$ cat src/rtl/track_mem_arbiter.sv
// Round-robin arbiter that shares the track-map BRAM between the track, racer and forward viewers.
// Optional stall counters are enabled with `define TRACK_MEM_ARB_STATS_EN.
module track_mem_arbiter #(
  parameter int unsigned ADDR_W   = 17,
  parameter int unsigned DATA_W   = 4,
  parameter int unsigned BRAM_LAT = 2
) (
  input  logic                   clk_in,
  input  logic                   rst_in,
  input  logic [2:0]             req_valid_in,
  input  logic [2:0][ADDR_W-1:0] req_addr_in,
  output logic [2:0]             req_ready_out,
  input  logic                   prio0_in,
  output logic [ADDR_W-1:0]      mem_addr_out,
  output logic                   mem_en_out,
  input  logic [DATA_W-1:0]      mem_data_in,
  output logic [2:0]             rsp_valid_out,
  output logic [DATA_W-1:0]      rsp_data_out
`ifdef TRACK_MEM_ARB_STATS_EN
  ,
  input  logic                   stats_clr_in,
  output logic [2:0][15:0]       stall_cnt_out
`endif
);

  localparam int unsigned TAG_D = BRAM_LAT + 1;

  logic [1:0]             ptr;
  logic [1:0]             ptr_nxt;
  logic [2:0]             grant;
  logic                   prio_hit;
  logic [ADDR_W-1:0]      accept_addr;
  logic [TAG_D-1:0][2:0]  tag_pipe;

  // Grant: priority override for req 0, otherwise scan from the pointer with wrap
  always_comb begin
    grant    = 3'b000;
    prio_hit = 1'b0;
    if (!rst_in) begin
      if (prio0_in && req_valid_in[0]) begin
        grant    = 3'b001;
        prio_hit = 1'b1;
      end else begin
        case (ptr)
          2'd1: begin
            if      (req_valid_in[1]) grant = 3'b010;
            else if (req_valid_in[2]) grant = 3'b100;
            else if (req_valid_in[0]) grant = 3'b001;
          end
          2'd2: begin
            if      (req_valid_in[2]) grant = 3'b100;
            else if (req_valid_in[0]) grant = 3'b001;
            else if (req_valid_in[1]) grant = 3'b010;
          end
          default: begin
            if      (req_valid_in[0]) grant = 3'b001;
            else if (req_valid_in[1]) grant = 3'b010;
            else if (req_valid_in[2]) grant = 3'b100;
          end
        endcase
      end
    end
  end

  assign req_ready_out = grant;

  // Priority grants leave the round-robin position untouched
  always_comb begin
    ptr_nxt = ptr;
    if (!prio_hit) begin
      if      (grant[0]) ptr_nxt = 2'd1;
      else if (grant[1]) ptr_nxt = 2'd2;
      else if (grant[2]) ptr_nxt = 2'd0;
    end
  end

  always_comb begin
    accept_addr = req_addr_in[0];
    if      (grant[1]) accept_addr = req_addr_in[1];
    else if (grant[2]) accept_addr = req_addr_in[2];
  end

  always_ff @(posedge clk_in or posedge rst_in) begin
    if (rst_in) begin
      ptr          <= 2'd0;
      mem_addr_out <= '0;
      mem_en_out   <= 1'b0;
    end else begin
      ptr        <= ptr_nxt;
      mem_en_out <= |grant;
      if (|grant) mem_addr_out <= accept_addr;
    end
  end

  // Tag pipeline tracks the owner of each in-flight read; last stage aligns with BRAM data
  always_ff @(posedge clk_in or posedge rst_in) begin
    if (rst_in) begin
      tag_pipe      <= '0;
      rsp_valid_out <= 3'b000;
      rsp_data_out  <= '0;
    end else begin
      tag_pipe      <= {tag_pipe[TAG_D-2:0], grant};
      rsp_valid_out <= tag_pipe[TAG_D-1];
      if (|tag_pipe[TAG_D-1]) rsp_data_out <= mem_data_in;
    end
  end

`ifdef TRACK_MEM_ARB_STATS_EN
  logic [2:0] stall;
  assign stall = req_valid_in & ~req_ready_out;

  // Saturating per-requester stall counters; clear beats increment
  always_ff @(posedge clk_in or posedge rst_in) begin
    if (rst_in) begin
      stall_cnt_out <= '0;
    end else begin
      for (int i = 0; i < 3; i++) begin
        if (stats_clr_in) begin
          stall_cnt_out[i] <= 16'h0000;
        end else if (stall[i] && (stall_cnt_out[i] != 16'hFFFF)) begin
          stall_cnt_out[i] <= stall_cnt_out[i] + 16'd1;
        end
      end
    end
  end
`endif

endmodule

$ cat config.mk
export PLATFORM = sky130hd
export DESIGN_NAME = track_mem_arbiter
export DESIGN_NICKNAME = d
export VERILOG_FILES = /design/src/rtl/track_mem_arbiter.sv
export SDC_FILE = /design/constraint.sdc
export NUM_CORES = 1
export LEC_CHECK = 0
export ABC_CLOCK_PERIOD_IN_PS = 4510
export BUFFER_PORTS_ARGS = -buffer_cell sky130_fd_sc_hd__buf_2
export CAP_MARGIN = 10
export CORE_AREA = 2 2 66 68
export CTS_CLUSTER_DIAMETER = 40
export DETAILED_ROUTE_END_ITERATION = 8
export DIE_AREA = 0 0 68 70
export PLACE_DENSITY = 0.77
export SLEW_MARGIN = 20
export SYNTH_ARGS = -nofsm -noshare
export SYNTH_HDL_FRONTEND = slang
export SYNTH_SLANG_ARGS = --single-unit
$ cat constraint.sdc
create_clock -name clk_in -period 4.51 [get_ports clk_in]
set_input_delay 1.353 -clock clk_in [delete_from_list [all_inputs] [get_ports clk_in]]
set_output_delay 1.353 -clock clk_in [all_outputs]
set_load 0.01 [all_outputs]
# --- Word-level counts from Yosys, hierarchy flattened ---
# Index checks and enable logic that the tools add are counted.
word_totals:
  word_cells: 35
  in_bits: 61
  register_bits: 36
op_classes:
  bitwise_logic: 1
  eq_ne: 2
  reduce_logical: 5
  n_mux: 19
op_table:
  columns: ["op", "count"]
  rows:
  - ["17-bit 2-to-1 mux", 2]
  - ["3-bit 2-to-1 mux", 8]
  - ["2-bit 2-to-1 mux", 5]
  - ["3-bit case mux with 2 select lines", 1]
  - ["3-bit OR reduction", 2]
  - ["1-bit 2-to-1 mux", 3]
  - ["3-bit nonzero test", 1]
  - ["2-bit by 1-bit equality test with 1-bit output, second input constant", 1]
  - ["2-bit equality test, second input constant", 1]
  - ["2-bit AND reduction", 1]
  - ["1-bit logical AND", 1]
  - ["1-bit inverter", 1]

# --- Longest topological paths before layout ---
depth:
  depth_word: 9
  ltp_mapped: 10

# --- Least setup slack after synthesis ---
# No wires, ideal clock.
synth_path:
  kind: "input-to-output"
  from: "in rst_in"
  to: "out req_ready_out[2]"
  path_buffers: 2
  slack_ps: 167
  arrival_ps: 2990
  cell_stages: 5
  required_ps: 3157
  cell_sequence: "inv_1 > o2111ai_1 > a21oi_2 > buf_6 > buf_12"
synth_between:
  elab_chain_cells: 1
synth_rtl:
  columns: ["item", "line_no", "source"]
  rows:
  - ["from (decl)", "9", "input logic rst_in,"]
  - ["3-bit 2-to-1 mux", "39", "if (!rst_in) begin"]
  - ["to (decl)", "12", "output logic [2:0] req_ready_out,"]
# Every way passes these cells.

# --- Worst setup path in the final report ---
layout_path:
  from: "in req_valid_in[0]"
  to: "out req_ready_out[0]"
layout_between:
  elab_chain_cells: 6
layout_rtl:
  columns: ["item", "line_no", "source"]
  rows:
  - ["from (decl)", "10", "input logic [2:0] req_valid_in,"]
  - ["1-bit 2-to-1 mux", "48", "else if (req_valid_in[0]) grant = 3'b001;"]
  - ["3-bit 2-to-1 mux", "47", "else if (req_valid_in[2]) grant = 3'b100;"]
  - ["3-bit 2-to-1 mux", "46", "if (req_valid_in[1]) grant = 3'b010;"]
  - ["3-bit case mux with 2 select lines", "44", "case (ptr)"]
  - ["3-bit 2-to-1 mux *", "40", "if (prio0_in && req_valid_in[0]) begin"]
  - ["3-bit 2-to-1 mux *", "39", null]
# Every way passes the cells marked *; elsewhere a longest branch is shown, timed or not.

==> results.py <==
metrics = {
    "min_path": {
        "hp-class": "reg -> reg",
        "whs_endpoint": "tag_pipe[8]$_DFF_PP0_",
        "min-delay-start": "tag_pipe[5]$_DFF_PP0_",
        "holdPathStages": 0,
    },
    "routing": {
        "num_vias": 1409,
        "wl_um": 3778,
        "drt_iter0_markers": 50,
        "drc_errors": 0,
        "vias_per_cell": 4.825,
        "wire_per_inst_um": 12.94,
        "drt_first_pass_iters": 4,
        "ant_nets": 0,
    },
    "synthesis": {
        "synth_area_um2": 1764,
        "yosys.area.top_type": "dfrtp_1",
        "syn_inst": 147,
        "async_reset_ff_frac": 1.000,
        "synth_edf_count": 0,
        "synth-seq-cells": 36,
        "synth_cell_types": 30,
        "syn_nets": 211,
        "synthTopCellsByArea": "dfrtp_1, mux2i_1, a221oi_2, inv_1, nor2_1",
        "synth_area_per_cell_um2": 12.00,
        "ys_seq_area_frac": 0.5106,
        "synth_ff_type": "dfrtp_1",
        "yosys_warnings": 0,
        "synth_top_area_frac": 0.5106,
    },
    "cells_and_area": {
        "final_util": 0.5598,
        "drive_gt1_frac": 0.4958,
        "final_area_um2": 2320,
        "nets": 303,
        "num_antenna_cells": 0,
        "syn_to_final_growth_pct": 31.49,
    },
    "die": {
        "die_y_um": 70,
        "dieArea_um2": 4760,
        "core_area_um2": 4144,
        "io-pin-count": 89,
        "die_x_um": 68,
        "start_util": 0.4257,
        "row_count": 24,
    },
    "clocking": {
        "cts_buffers": 5,
        "cts_max_level": 2,
        "cts-resized-gates": 0,
        "clk_pin_slew_ns": 0.06,
        "cts_tree": "done",
        "clock_latency_ns": 0.27,
        "clkSinkCount": 36,
        "clockBufferDepth": 2,
        "cts_hold_buf": 0,
        "post_cts_buffers": 0,
        "cts_root_buffer": "clkbuf_8",
    },
    "setup_path": {
        "cp_max_fo": 7,
        "end_kind": "primary output",
        "timing.rr.end": "mem_addr_out[16]$_DFFE_PP0P_",
        "arrival_ns": 2.29,
        "r2r-start": "ptr[0]$_DFFE_PP0P_",
        "r2r_slack_ns": 1.87,
        "startpoint_type": "input port",
        "criticalPathCategory": "in -> out",
        "r2r_cells": 8,
        "cp.required_ns": 3.16,
        "critPathLaunch": "req_valid_in[0]",
    },
    "sta": {
        "relSlewSlack": 0.4637,
        "setup_violations": 0,
        "fin_crit_ns": 3.641,
        "grt_setup_unrepaired": "false",
        "timing.fmax_mhz": 274.6,
        "finClkSkew_ns": 0.004338,
        "max_slew.worst_pin.slew_ns": 0.8045,
        "final-max-slew-violation-count": 0,
        "hold_slack_ns": 0.3485,
        "hold_viol_final": 0,
        "tns_ns": 0,
        "period_share": 0.8074,
    },
    "run": {
        "drv_cap": 0,
    },
    "grt": {
        "grt_pass1_wl_um": 6361,
        "grt_pass1_vias": 1405,
        "grt.total_usage": 0.1777,
        "grt_max_degree": 37,
        "grt_overflow": 0,
        "grt_antenna_before_repair": 0,
    },
    "run_status": {
        "outcome": "complete, no violations",
    },
    "placement": {
        "place_area_um2": 2230,
        "dp_hpwl_um": 2864,
        "gp_congestion": 0.8386,
        "port_buffers": 88,
    },
    "pwr": {
        "cellPowerDensity_nw_per_um2": 564.7,
        "switching_share": 0.3581,
        "p_comb_frac": 0.441,
        "power_frac_clock": 0.172,
        "pwr-share-seq": 0.387,
        "power.internal_w": 0.0008409,
        "p_switching_w": 0.0004691,
        "peakVddDrop_mv": 0.2245,
        "leakagePower_nw": 1.212,
    },
}
[synth_stat cells (all sizes together) (2+ instances only)]
cell type	count
nor3	2
mux2i	17
ha	3
dfrtp	36
a21oi	4
buf	7
nor2b	2
a221oi	17
o21ai	3
nor2	18
inv	26
mux2	4
[registers in the layout (all words and copies together), names as in the netlist]
| name | cells |
|---|---|
| mem_addr_out | 17 |
| tag_pipe | 9 |
| ptr | 2 |
| mem_en_out | 1 |
| rsp_data_out | 4 |
| rsp_valid_out | 3 |
[worst max-delay path: stages]
cell,delay [ns]
buf_2,0.12
inv_1,0.08
o41ai_4,0.51
buf_2,0.23
[layout by cell type (no fill, tap or decap), types with 4 or more instances in the layout]
cell type | synthesis | layout
inv_1 | 26 | 26
nor2_1 | 18 | 18
a221oi_1 | 7 | 7
clkbuf_8 | 0 | 6
buf_2 | 1 | 88
dfrtp_1 | 36 | 36
mux2_2 | 4 | 4
a221oi_2 | 10 | 10
buf_4 | 1 | 4
mux2i_1 | 17 | 17
[how the worst max path moves through the flow]
stage,to,slack (ns),cells past startpoint
CTS,req_ready_out[0],0.87,4
finish,req_ready_out[0],0.87,4
detailed placement,req_ready_out[0],0.88,4
global placement,req_ready_out[0],0.90,3
global route,req_ready_out[0],0.79,4
floorplan,req_ready_out[2],0.17,5
[power groups by stage]
stage               logic, W  clock network [W]  registers, W
floorplan           0.000360                  0      0.000558
global placement    0.000575                  0      0.000509
detailed placement  0.000588                  0      0.000512
CTS                 0.000591           0.000233      0.000508
global route        0.000636           0.000248      0.000525
finish              0.000578           0.000225      0.000507
[per-stage QoR]
| step | setup WS, ns | power (W) | instances |
|---|---|---|---|
| after detailed placement | 0.8768 | 0.001100 | 284 |
| after global placement | 0.9043 | 0.001083 | 284 |
| after global routing | 0.7947 | 0.001409 | 292 |
| after floorplan | 0.1670 | 0.0009189 | 147 |
| final | 0.8688 | 0.001310 | 292 |
| after CTS | 0.8727 | 0.001332 | 292 |
[cell type report]
type / count / area [µm²]
Tap cell: 52 / 65.06
Sequential cell: 36 / 900.9
Fill cell: 376 / 1824
Multi-Input combinational cell: 78 / 695.7
Timing Repair Buffer: 92 / 470.5
Inverter: 26 / 97.59
Clock buffer: 8 / 90.09
[kinds of logic (layout without fill, tap and decap cells)]
logic type,Yosys count,count (layout),synth area share
multiplexers,21,21,0.1220
flip-flops,36,36,0.5106
AND/OR/NAND/NOR,24,24,0.06454
AO/OA/AOI/OAI,30,30,0.1865
buffers and inverters,33,126,0.09503
adder cells (fa/ha/maj),3,3,0.02128
[routing by layer]
layer,share of wire,GRT usage,vias to the layer above
met5,0,0,-
met4,0.013,0.05556,0
met3,0.067,0.04670,9
met2,0.52,0.2999,60
met1,0.40,0.2168,644
li1,-,-,696
Note: power is estimated with default switching activity, not from simulation.
